## config.mk

```make
export PLATFORM = sky130hd
export DESIGN_NAME = pilha_ctrl
export DESIGN_NICKNAME = d
export VERILOG_FILES = /design/src/rtl/pilha_ctrl.sv
export SDC_FILE = /design/constraint.sdc
export NUM_CORES = 1
export LEC_CHECK = 0
export ABC_CLOCK_PERIOD_IN_PS = 2400
export BUFFER_PORTS_ARGS = -buffer_cell sky130_fd_sc_hd__buf_4
export CAP_MARGIN = 20
export CORE_MARGIN = 2
export CORE_UTILIZATION = 35
export DETAILED_ROUTE_END_ITERATION = 12
export PLACE_DENSITY_LB_ADDON = 0.12
export SYNTH_ARGS = -nofsm -noshare
export SYNTH_HDL_FRONTEND = slang
export SYNTH_SLANG_ARGS = --single-unit
```

## constraint.sdc

```tcl
create_clock -name clock -period 2.4 [get_ports clock]
set_clock_uncertainty 0.2 [all_clocks]
set_input_delay 0.36 -clock clock [delete_from_list [all_inputs] [get_ports clock]]
set_output_delay 0.36 -clock clock [all_outputs]
set_load 0.01 [all_outputs]
```

## src/rtl/pilha_ctrl.sv

```systemverilog
// pilha_ctrl -- operand stack controller.
//
// Serializes push / pop / peek / replace-top requests arriving over a
// four-phase req/ack handshake, keeps the stack pointer and full/empty
// flags, and drives a single-port synchronous stack RAM (1-cycle read).
// Out-of-range accesses are rejected here, so the RAM is never written
// outside 0..DEPTH-1.
//
// Ports:
//   clock, reset        rising-edge clock, synchronous active-high reset
//   req, op, wdata      request level, opcode (00 push, 01 pop, 10 peek,
//                       11 replace-top), push/replace data
//   ack, err            completion (held until req drops), rejection flag
//   rdata               registered top-of-stack value from pop/peek/replace
//   count, full, empty  occupancy, 0..DEPTH
//   ovf_sticky          set by any rejected push, cleared only by reset
//   unf_sticky          set by any rejected pop/peek/replace
//   mem_addr, mem_wdata, mem_wren, mem_rdata   stack RAM port
module pilha_ctrl #(
  parameter int DATA_W = 8,
  parameter int ADDR_W = 5,
  parameter int DEPTH  = 32
) (
  input  logic              clock,
  input  logic              reset,
  input  logic              req,
  input  logic [1:0]        op,
  input  logic [DATA_W-1:0] wdata,
  output logic              ack,
  output logic              err,
  output logic [DATA_W-1:0] rdata,
  output logic [ADDR_W:0]   count,
  output logic              full,
  output logic              empty,
  output logic              ovf_sticky,
  output logic              unf_sticky,
  output logic [ADDR_W-1:0] mem_addr,
  output logic [DATA_W-1:0] mem_wdata,
  output logic              mem_wren,
  input  logic [DATA_W-1:0] mem_rdata
);

  localparam logic [1:0] OP_PUSH = 2'b00;
  localparam logic [1:0] OP_POP  = 2'b01;
  localparam logic [1:0] OP_REPL = 2'b11;

  localparam logic [ADDR_W:0] ONE     = (ADDR_W+1)'(1);
  localparam logic [ADDR_W:0] DEPTH_C = (ADDR_W+1)'(DEPTH);

  typedef enum logic [2:0] {
    S_IDLE,
    S_PUSH,
    S_RD,
    S_RD_WAIT,
    S_WR_TOP,
    S_ACK
  } state_t;

  state_t            state, state_d;
  logic [1:0]        op_q;
  logic [DATA_W-1:0] wdata_q;
  logic              err_q;
  logic              rej_ovf, rej_unf;
  logic [ADDR_W:0]   count_m1;

  assign full     = (count == DEPTH_C);
  assign empty    = (count == '0);
  assign count_m1 = count - ONE;

  // ack/err are Moore outputs, so both fall in the cycle IDLE is re-entered.
  assign ack = (state == S_ACK);
  assign err = (state == S_ACK) && err_q;

  // ---- state register ----
  always_ff @(posedge clock) begin
    if (reset) begin
      state <= S_IDLE;
    end else begin
      state <= state_d;
    end
  end

  // ---- next state, rejection decision and RAM port decode ----
  always_comb begin
    state_d   = state;
    rej_ovf   = 1'b0;
    rej_unf   = 1'b0;
    mem_addr  = '0;
    mem_wdata = '0;
    mem_wren  = 1'b0;
    case (state)
      S_IDLE: begin
        if (req) begin
          if (op == OP_PUSH) begin
            if (full) begin
              rej_ovf = 1'b1;
              state_d = S_ACK;
            end else begin
              state_d = S_PUSH;
            end
          end else begin
            if (empty) begin
              rej_unf = 1'b1;
              state_d = S_ACK;
            end else begin
              state_d = S_RD;
            end
          end
        end
      end
      S_PUSH: begin
        // count < DEPTH here, so its low bits are the next free slot.
        mem_addr  = count[ADDR_W-1:0];
        mem_wdata = wdata_q;
        mem_wren  = 1'b1;
        state_d   = S_ACK;
      end
      S_RD: begin
        mem_addr = count_m1[ADDR_W-1:0];
        state_d  = S_RD_WAIT;
      end
      S_RD_WAIT: begin
        mem_addr = count_m1[ADDR_W-1:0];
        state_d  = (op_q == OP_REPL) ? S_WR_TOP : S_ACK;
      end
      S_WR_TOP: begin
        mem_addr  = count_m1[ADDR_W-1:0];
        mem_wdata = wdata_q;
        mem_wren  = 1'b1;
        state_d   = S_ACK;
      end
      S_ACK: begin
        if (!req) state_d = S_IDLE;
      end
      default: state_d = S_IDLE;
    endcase
  end

  // ---- request capture (data only, no reset needed) ----
  always_ff @(posedge clock) begin
    if (state == S_IDLE && req) begin
      op_q    <= op;
      wdata_q <= wdata;
    end
  end

  // ---- pointer, read data and status flags ----
  always_ff @(posedge clock) begin
    if (reset) begin
      count      <= '0;
      rdata      <= '0;
      err_q      <= 1'b0;
      ovf_sticky <= 1'b0;
      unf_sticky <= 1'b0;
    end else begin
      if (state == S_IDLE && req) err_q <= rej_ovf | rej_unf;
      if (rej_ovf) ovf_sticky <= 1'b1;
      if (rej_unf) unf_sticky <= 1'b1;
      if (state == S_PUSH) count <= count + ONE;
      if (state == S_RD_WAIT) begin
        rdata <= mem_rdata;
        if (op_q == OP_POP) count <= count_m1;
      end
    end
  end

endmodule

```

==> results of run 1 <==
-- flip-flops by register name, summed over array words and instances (netlist names) --
register	cells
state	3
rdata	8
op_q	2
ovf_sticky	1
wdata_q	8
unf_sticky	1
count	6
err_q	1
-- power by group through the flow --
| stage | clock, mW | combinational, mW | sequential, mW |
|---|---|---|---|
| 5_1_grt | 0.428 | 1.04 | 0.712 |
| 3_5_place_dp | 0 | 0.954 | 0.704 |
| 2_1_floorplan | 0 | 0.575 | 0.697 |
| 3_3_place_gp | 0 | 0.945 | 0.696 |
| 6_report | 0.388 | 0.955 | 0.696 |
| 4_1_cts | 0.406 | 0.959 | 0.693 |
-- cells in the final DEF (no fill, tap or decap), types with 4 or more instances in the layout --
| cell type | instances |
|---|---|
| buf_4 | 57 |
| dfxtp_1 | 18 |
| nor2_1 | 17 |
| mux2i_1 | 10 |
| and2_1 | 10 |
| edfxtp_1 | 10 |
| nor2b_1 | 7 |
| nand2_1 | 6 |
| a21oi_1 | 5 |
| clkbuf_8 | 5 |
| o21ai_0 | 4 |
| a31oi_1 | 4 |
-- layout make-up --
| cell class | instances | area (sq um) | area share (%) |
|---|---|---|---|
| inverter | 3 | 11.3 | 0.549 |
| clock buffer | 5 | 68.8 | 3.36 |
| clock inverter | 3 | 16.3 | 0.793 |
| tap | 50 | 62.6 | 3.05 |
| multi-input combinational | 110 | 761 | 37.1 |
| sequential | 30 | 703 | 34.3 |
| timing repair buffer | 57 | 428 | 20.9 |
-- timing repair --
item,4_1_cts,5_1_grt
setup buffers,0,0
endpoints found under the setup margin,0,10
gates resized for setup,0,4
-- cells by family (layout without fill, tap and decap cells) --
kind of cell / count (synthesis) / in the layout / share of synthesized area [%]
adders and majority gates: 2 / 2 / 1.66
xor gates and xnor gates: 3 / 3 / 1.74
muxes: 14 / 14 / 9.60
buffers and inverters: 12 / 68 / 3.89
AOI/OAI and AO/OA: 22 / 22 / 8.86
and+or+nand+nor: 69 / 69 / 27.9
DFF: 30 / 30 / 46.4
-- path summary, 6_finish.rpt --
kind | from | end | slack [ns] | cells after the start
min reg2reg | err_q | err_q | 0.27 | 2
max reg2reg | state[1] | count[4] | 0.53 | 4
min | wdata[6] | wdata_q[6] | 0.06 | 1
max | count[0] | empty | 0.14 | 6
-- metal layers --
layer / wire length, microns / global-route usage, %
met3: 198 / 5.23
met4: 39 / 5.13
met2: 1680 / 24.5
met5: 0 / 0
met1: 1490 / 16.1
-- per-stage QoR --
| step | area [sq um] | hold WS, ns |
|---|---|---|
| floorplan | 1510 | 0.246 |
| global placement | 1950 | 0.260 |
| detailed placement | 1950 | 0.264 |
| CTS | 2040 | 0.0430 |
| global route | 2050 | 0.0351 |
| finish | 2050 | 0.0574 |
==> reports/qor.yml, run 1 <==
power_and_ir_drop:
  p_total_mw: 2.04
  p_comb_share_pct: 46.8
  power_frac_clock_pct: 19.0
  p_per_area_nw_per_um2: 994
  p_sw_share_pct: 36.4
  leakage_nw: 0.924
  p_sw_mw: 0.742
  seqPwrFrac_pct: 34.1
  internal_power_mw: 1.30
  peakVddDrop_v: 0.000410
grt:
  grt_max_degree: 26
  grt_pass1_wl_mm: 5.49
  grtUsageTotal_pct: 14.2
  overflow: 0
  grt_pass1_vias: 1228
  antenna_found_initial: 0
die:
  fp.dieW_microns: 69.7
  design.die.area_sq_um: 4860
  pin_count: 55
  die_h_microns: 69.7
  core_sq_um: 4090
  std_cell_rows: 23
  start_util_pct: 37.0
critical_path:
  required_ns: 1.84
  cp_common_cell: "inv_1"
  cp_max_fo: 8
  critPathTopFamily: "simple AND/OR/NAND/NOR gates"
  arrival_ns: 1.70
  path_class: "reg2out"
  path_buf_inv: 3
  slowest_stage: "dfxtp_2"
  end_kind: "primary output"
  max_stage_delay_ns: 0.37
  cp-start-kind: "flop"
  crit_chain: "inv_1 -> ha_1 -> nor4b_2 -> nand2b_1 -> inv_1 -> buf_4"
yosys:
  synth_top_cells_by_area: "dfxtp_1 26%, edfxtp_1 20%, mux2i_1 6.6%, nor2_1 4.2%, and2_1 4.1%"
  ys_types: 43
  ys.warnings.count: 0
  synth_commonest_cells: "20 x dfxtp_1, 17 x nor2_1, 10 x and2_1, 10 x edfxtp_1, 10 x mux2i_1"
  syn_area_per_cell_sq_um: 9.94
  synth_largest_area_cell: "dfxtp_1"
  synth_edf_count: 10
  synth.top_cell.area_share_pct: 26.5
  syn_area_sq_um: 1510
  ys_seq_area_share_pct: 46.4
  yosysMostFrequentCell: "dfxtp_1"
  ys_ff_latch: 30
  syn_inst: 152
  postSynthNetCount: 175
  ys.flop_type: "dfxtp_1"
  async_flop_share_pct: 0
timing:
  final-setup-viol-count: 0
  max_slew_margin_pct: 63.0
  tightest_slew_ns: 0.554
  rsz0062_at_grt: "no"
  hold_viol_final: 0
  max_freq_mhz: 443
  drv_slew: 0
  min_period_over_period_pct: 94.1
  tns_ns: 0
  period_needed_ns: 2.26
  setup_ws_ns: 0.141
detailed_routing:
  dr.pass1.iters: 4
  wirelength_mm: 3.40
  detail_route.vias_per_cell: 5.00
  ant_nets: 0
  routed-via-count: 1290
  first_iter_violations: 35
  wire_per_inst_microns: 13.2
  post-route-drc-count: 0
placement:
  io_buffers: 54
  dpl.hpwl_mm: 2.53
  dp.cells: 250
  routabilityCongestion: 0.829
  post-place-ws_ns: 0.347
finish:
  fillCellCount: 379
  final_nets: 230
  drive_gt1_share_pct: 37.5
  fin_cells: 258
  num_antenna_cells: 0
  syn_to_final_growth_pct: 35.7
  fin_util_pct: 50.2
clock_network:
  root_buffer: "clkbuf_8"
  cts-buffers-inserted: 5
  cts_tree: "done"
  clk_pin_slew_ns: 0.07
  clk_latency_ns: 0.28
  clkSinkCount: 30
  cts.path.max_buffers: 2
  htreeDepth: 2
  ctsHoldBuffers: 0
run_status:
  outcome: "finished, final reports clean"
hold_path:
  hold_path_class: "in2reg"
job:
  cap_violations: 0
(Power assumes the default switching activity.)
==> run 2, diff against run 1 <==
--- a/config.mk
+++ b/config.mk
@@ -5,7 +5,7 @@
 export SDC_FILE = /design/constraint.sdc
 export NUM_CORES = 1
 export LEC_CHECK = 0
-export ABC_CLOCK_PERIOD_IN_PS = 2400
+export ABC_CLOCK_PERIOD_IN_PS = 2600
 export BUFFER_PORTS_ARGS = -buffer_cell sky130_fd_sc_hd__buf_4
 export CAP_MARGIN = 20
 export CORE_MARGIN = 2
==> constraint.sdc (replaced) <==
create_clock -name clock -period 2.6 [get_ports clock]
set_clock_uncertainty 0.2 [all_clocks]
set_input_delay 0.39 -clock clock [delete_from_list [all_inputs] [get_ports clock]]
set_output_delay 0.39 -clock clock [all_outputs]
set_load 0.01 [all_outputs]
==> reports/qor.yml, run 2 (synthesized netlist as in run 1, its figures left out) <==
run_status:
  outcome: "finished, final reports clean"  # unchanged
timing:
  period_needed_ns: 2.44
  tightest_slew_ns: 0.541  # was 0.554 ns
  final-setup-viol-count: 0  # unchanged
  rsz0062_at_grt: "no"  # unchanged
  max_freq_mhz: 410
  min_period_over_period_pct: 93.8
  max_slew_margin_pct: 63.9  # was 63.0%
  drv_slew: 0  # unchanged
  hold_viol_final: 0  # unchanged
  timing.hold.ws_ns: 0.0830  # was 0.0574 ns
  tns_ns: 0  # unchanged
grt:
  overflow: 0  # unchanged
  grt_pass1_vias: 1184  # was 1,228
  grt_max_degree: 26  # unchanged
  grtUsageTotal_pct: 15.1  # was 14.2%
  grt_pass1_wl_mm: 5.77  # was 5.49 mm
  antenna_found_initial: 0  # unchanged
hold_path:
  hold_path_class: "in2reg"  # unchanged
  hold_start: "wdata[5]"  # was wdata[6]
  hold-path-endpoint: "wdata_q[5]"  # was wdata_q[6]
  hold_depth: 1  # unchanged
critical_path:
  required_ns: 2.01  # was 1.84 ns
  reg2reg_from: "state[0]"  # was state[1]
  r2r-end: "count[5]"  # was count[4]
  critPathTopFamily: "flip-flops"  # was simple AND/OR/NAND/NOR gates
  path_buf_inv: 2  # was 3
  arrival_ns: 1.85  # was 1.70 ns
  crit_chain: "inv_1 -> ha_1 -> nor3b_1 -> xnor2_1 -> o21ai_0 -> buf_4"  # was inv_1 -> ha_1 -> nor4b_2 -> nand2b_1 -> inv_1 -> buf_4
  cp_max_fo: 8  # unchanged
  worstRegToRegCells: 4  # unchanged
  end_kind: "primary output"  # unchanged
  slowest_stage: "dfxtp_1"  # was dfxtp_2
  rrSetupSlack_ns: 0.66  # was 0.53 ns
  path_class: "reg2out"  # unchanged
  max_stage_delay_ns: 0.49  # was 0.37 ns
  cp-start-kind: "flop"  # unchanged
power_and_ir_drop:
  peakVddDrop_v: 0.000405  # was 0.000410 V
  p_per_area_nw_per_um2: 932  # was 994 nW/um^2
  p_total_mw: 1.91  # was 2.04 mW
  leakage_nw: 0.925  # was 0.924 nW
detailed_routing:
  ant_nets: 0  # unchanged
  post-route-drc-count: 0  # unchanged
  detail_route.vias_per_cell: 5.03  # was 5.00
  wire_per_inst_microns: 14.0  # was 13.2 microns
  dr.pass1.iters: 4  # unchanged
  wirelength_mm: 3.58  # was 3.40 mm
  routed-via-count: 1287  # was 1,290
  first_iter_violations: 34  # was 35
clock_network:
  clk_pin_slew_ns: 0.07  # about the same
  cts.path.max_buffers: 2  # unchanged
  clk_latency_ns: 0.28  # about the same
  htreeDepth: 2  # unchanged
  clkSinkCount: 30  # unchanged
  root_buffer: "clkbuf_8"  # unchanged
  cts_setup_buffers: 0  # unchanged
  cts_tree: "done"  # unchanged
  cts-buffers-inserted: 5  # unchanged
  ctsHoldBuffers: 0  # unchanged
  cts-resized-gates: 0  # unchanged
finish:
  num_antenna_cells: 0  # unchanged
  reg_top3: "rdata x8, wdata_q x8, count x6"  # unchanged
  drive_gt1_share_pct: 35.9  # was 37.5%
  syn_to_final_growth_pct: 35.4  # was 35.7%
  fillCellCount: 420  # was 379
  layout_common_cells: "55 x buf_4, 20 x dfxtp_1, 17 x nor2_1"  # was 57 x buf_4, 18 x dfxtp_1, 17 x nor2_1
  final_common_cell: "buf_4"  # unchanged
  final_nets: 228  # was 230
placement:
  dpl.hpwl_mm: 2.63  # was 2.53 mm
  io_buffers: 54  # unchanged
  routabilityCongestion: 0.767  # was 0.829
job:
  cap_violations: 0  # unchanged
die:
  die_h_microns: 69.7  # unchanged
  pin_count: 55  # unchanged
  start_util_pct: 37.0  # unchanged
  core_sq_um: 4090  # unchanged
  std_cell_rows: 23  # unchanged
  fp.dieW_microns: 69.7  # unchanged
  design.die.area_sq_um: 4860  # unchanged
## run 2: cell types whose count changed in the layout (fill, tap and decap cells not counted), sizes merged
cell    delta
buf        -2
clkbuf     +1
clkinv     -1
## run 2: stage by stage
stage / utilization [%] / setup slack [ns] / instances / instance area, sq um
floorplan: - / 0.640 / 152 / 1510
global placement: 47.5 / 0.475 / 248 / 1940
detailed placement: 47.5 / 0.412 / 248 / 1940
CTS: 49.8 / 0.0936 / 256 / 2030
global route: 50.1 / 0.0250 / 256 / 2050
finish: 50.1 / 0.162 / 256 / 2050
## run 2: layout make-up
cell class | count | area (sq um) | area share (%)
clock inverters | 2 | 12.5 | 0.611
well taps | 50 | 62.6 | 3.06
clock buffers | 6 | 82.6 | 4.03
flip-flops and latches | 30 | 701 | 34.2
multi-input cells | 110 | 764 | 37.3
repair buffers | 55 | 413 | 20.2
inverters | 3 | 11.3 | 0.550
## run 2: report_power, final
group / total, mW / internal (mW) / leakage (nW) / switching (mW)
Clock: 0.394 / 0.212 / 0.0472 / 0.181
Combinational: 0.841 / 0.430 / 0.622 / 0.411
Sequential: 0.673 / 0.571 / 0.256 / 0.102
## run 2: worst reg2reg max path, delay by kind of cell, from the launching register on
kind            cells  cell delay (ns)
simple gates        2             0.69
flops               1             0.50
mux                 1             0.33
compound gates      1             0.10
## run 2: worst max-delay path by stage
stage	to	slack, ns	cells after the start	start
after floorplan	mem_addr[4]	0.64	5	count[0]
after global placement	mem_wdata[3]	0.48	4	state[0]
after detailed placement	mem_wdata[5]	0.41	4	state[0]
after CTS	mem_wdata[5]	0.09	4	state[0]
after global routing	mem_addr[4]	0.02	6	count[0]
final	mem_addr[4]	0.16	6	count[0]
## run 2: routing by layer
| metal | track usage, % | wire length [microns] | up-vias |
|---|---|---|---|
| li1 | - | - | 647 |
| met1 | 18.1 | 1490 | 584 |
| met2 | 23.7 | 1750 | 46 |
| met3 | 5.81 | 243 | 10 |
| met4 | 7.48 | 97 | 0 |
| met5 | 0 | 0 | - |
==> run 3, diff against run 2 <==
--- a/config.mk
+++ b/config.mk
@@ -11,7 +11,7 @@
 export CORE_MARGIN = 2
 export CORE_UTILIZATION = 35
 export DETAILED_ROUTE_END_ITERATION = 12
-export PLACE_DENSITY_LB_ADDON = 0.12
+export PLACE_DENSITY_LB_ADDON = 0.25
 export SYNTH_ARGS = -nofsm -noshare
 export SYNTH_HDL_FRONTEND = slang
 export SYNTH_SLANG_ARGS = --single-unit
==> reports/qor.yml, run 3 (synthesized netlist as in run 1, its figures left out) <==
timing:
  drv_slew: 0  # unchanged
  max_slew_margin_pct: 55.9  # was 63.9%
  rsz0062_at_grt: "no"  # unchanged
  final-setup-viol-count: 0  # unchanged
  period_needed_ns: 2.38  # was 2.44 ns
  min_period_over_period_pct: 91.6  # was 93.8%
  hold_viol_final: 0  # unchanged
  timing.hold.ws_ns: 0.0884  # was 0.0830 ns
  tightest_slew_ns: 0.659  # was 0.541 ns
  tns_ns: 0  # unchanged
  max_freq_mhz: 420  # was 410 MHz
grt:
  overflow: 0  # unchanged
  grt_max_degree: 26  # unchanged
  grt_pass1_wl_mm: 5.60  # was 5.77 mm
  grt_pass1_vias: 1143  # was 1,184
  antenna_found_initial: 0  # unchanged
  grtUsageTotal_pct: 14.5  # was 15.1%
finish:
  syn_to_final_growth_pct: 37.3  # was 35.4%
  layout_common_cells: "55 x buf_4, 20 x dfxtp_1, 17 x nor2_1"  # unchanged
  final_nets: 228  # unchanged
  seqCellArea_sq_um: 701  # unchanged
  fillCellCount: 402  # was 420
  final_common_cell: "buf_4"  # unchanged
  drive_gt1_share_pct: 35.4  # was 35.9%
  reg_top3: "rdata x8, wdata_q x8, count x6"  # unchanged
  num_antenna_cells: 0  # unchanged
  multi_input_area_sq_um: 756  # was 764 sq um
placement:
  dpl.hpwl_mm: 2.65  # was 2.63 mm
  routabilityCongestion: 0.750  # was 0.767
  io_buffers: 54  # unchanged
critical_path:
  cp-start-kind: "flop"  # unchanged
  worstRegToRegCells: 2  # was 4
  slowest_stage: "dfxtp_1"  # unchanged
  required_ns: 2.01  # about the same
  reg2reg_from: "state[2]"  # was state[0]
  cp_max_fo: 8  # unchanged
  end_kind: "primary output"  # unchanged
  cp_common_cell: "inv_1"
  max_stage_delay_ns: 0.39  # was 0.49 ns
  rrSetupSlack_ns: 0.68  # was 0.66 ns
  arrival_ns: 1.79  # was 1.85 ns
  path_class: "reg2out"  # unchanged
  r2r-end: "wdata_q[0]"  # was count[5]
  crit_chain: "inv_1 -> ha_1 -> nor4b_2 -> nand2b_1 -> inv_1 -> buf_4"  # was inv_1 -> ha_1 -> nor3b_1 -> xnor2_1 -> o21ai_0 -> buf_4
detailed_routing:
  wirelength_mm: 3.44  # was 3.58 mm
  wl_met3_microns: 211  # was 243 microns
  top_layer_used: "met4"  # unchanged
  detail_route.vias_per_cell: 4.94  # was 5.03
  wire_per_inst_microns: 13.4  # was 14.0 microns
  post-route-drc-count: 0  # unchanged
  wl_met1_mm: 1.50  # was 1.49 mm
  met2_length_mm: 1.72  # was 1.75 mm
  first_iter_violations: 47  # was 34
  ant_nets: 0  # unchanged
  routed-via-count: 1265  # was 1,287
  dr.pass1.iters: 4  # unchanged
die:
  std_cell_rows: 23  # unchanged
  core_sq_um: 4090  # unchanged
  pin_count: 55  # unchanged
  start_util_pct: 37.0  # unchanged
  design.die.area_sq_um: 4860  # unchanged
  fp.dieW_microns: 69.7  # unchanged
  die_h_microns: 69.7  # unchanged
clock_network:
  cts_tree: "done"  # unchanged
  clkSinkCount: 30  # unchanged
  cts.path.max_buffers: 2  # unchanged
  clk_latency_ns: 0.28  # about the same
  cts-buffers-inserted: 5  # unchanged
  root_buffer: "clkbuf_8"  # unchanged
  clk_pin_slew_ns: 0.06  # was 0.07 ns
  htreeDepth: 2  # unchanged
hold_path:
  hold_start: "wdata[1]"  # was wdata[5]
  hold_path_class: "in2reg"  # unchanged
  hold_depth: 1  # unchanged
  hold-path-endpoint: "wdata_q[1]"  # was wdata_q[5]
job:
  cap_violations: 0  # unchanged
power_and_ir_drop:
  peakVddDrop_v: 0.000630  # was 0.000405 V
  leakage_nw: 0.934  # was 0.925 nW
  p_per_area_nw_per_um2: 983  # was 932 nW/um^2
run_status:
  outcome: "finished, final reports clean"  # unchanged
[run 3: cell count changes in the layout (fill, tap and decap cells not counted), sizes merged]
cell	previous run	this run
bufinv	0	2
clkbuf	6	5
clkinvlp	1	0
[run 3: worst max-delay path by stage]
| stage | slack, ns | cells past startpoint | start | endpoint |
|---|---|---|---|---|
| floorplan | 0.64 | 5 | count[0] | mem_addr[4] |
| global placement | 0.54 | 6 | count[0] | empty |
| detailed placement | 0.45 | 4 | state[0] | mem_wdata[4] |
| CTS | 0.14 | 4 | state[0] | mem_wdata[4] |
| global route | 0.03 | 6 | count[0] | empty |
| finish | 0.22 | 6 | count[0] | empty |
[run 3: metal layers]
metal	track usage [%]	up-vias
met5	0	-
met4	3.85	0
met3	5.67	2
met2	23.8	37
met1	17.7	585
li1	-	641
[run 3: metrics by stage]
| stage | utilization, % | total power, mW | setup WS [ns] | area [sq um] | std cells |
|---|---|---|---|---|---|
| after floorplan | - | 1.17 | 0.640 | 1510 | 152 |
| after global placement | 47.5 | 1.49 | 0.535 | 1940 | 248 |
| after detailed placement | 47.5 | 1.51 | 0.455 | 1940 | 248 |
| after CTS | 50.7 | 2.06 | 0.139 | 2070 | 256 |
| after global routing | 50.8 | 2.18 | 0.0273 | 2080 | 256 |
| final | 50.8 | 2.04 | 0.218 | 2080 | 256 |
[run 3: cell type report]
| type | count | area share (%) |
|---|---|---|
| Tap cell | 50 | 3.01 |
| Clock buffer | 5 | 3.32 |
| Clock inverter | 3 | 3.07 |
| Sequential cell | 30 | 33.8 |
| Timing Repair Buffer | 55 | 19.9 |
| Inverter | 3 | 0.542 |
| Multi-Input combinational cell | 110 | 36.4 |
[run 3: critical path: cells and delay by family (launching register included)]
kind	cells	cell delay, ns
adders and majority gates	1	0.24
DFF	1	0.39
buffers and inverters	3	0.35
and+or+nand+nor	2	0.54
[run 3: what timing repair did]
item	CTS	global route
buffers inserted	0	0
gates resized for setup	0	1
setup endpoints to repair	0	6
hold buffers	0	0
[run 3: where the power goes]
part	total [mW]	switching [mW]	internal, mW
clock	0.545	0.166	0.379
combinational	0.822	0.401	0.420
sequential	0.674	0.102	0.572
total	2.04	0.669	1.37
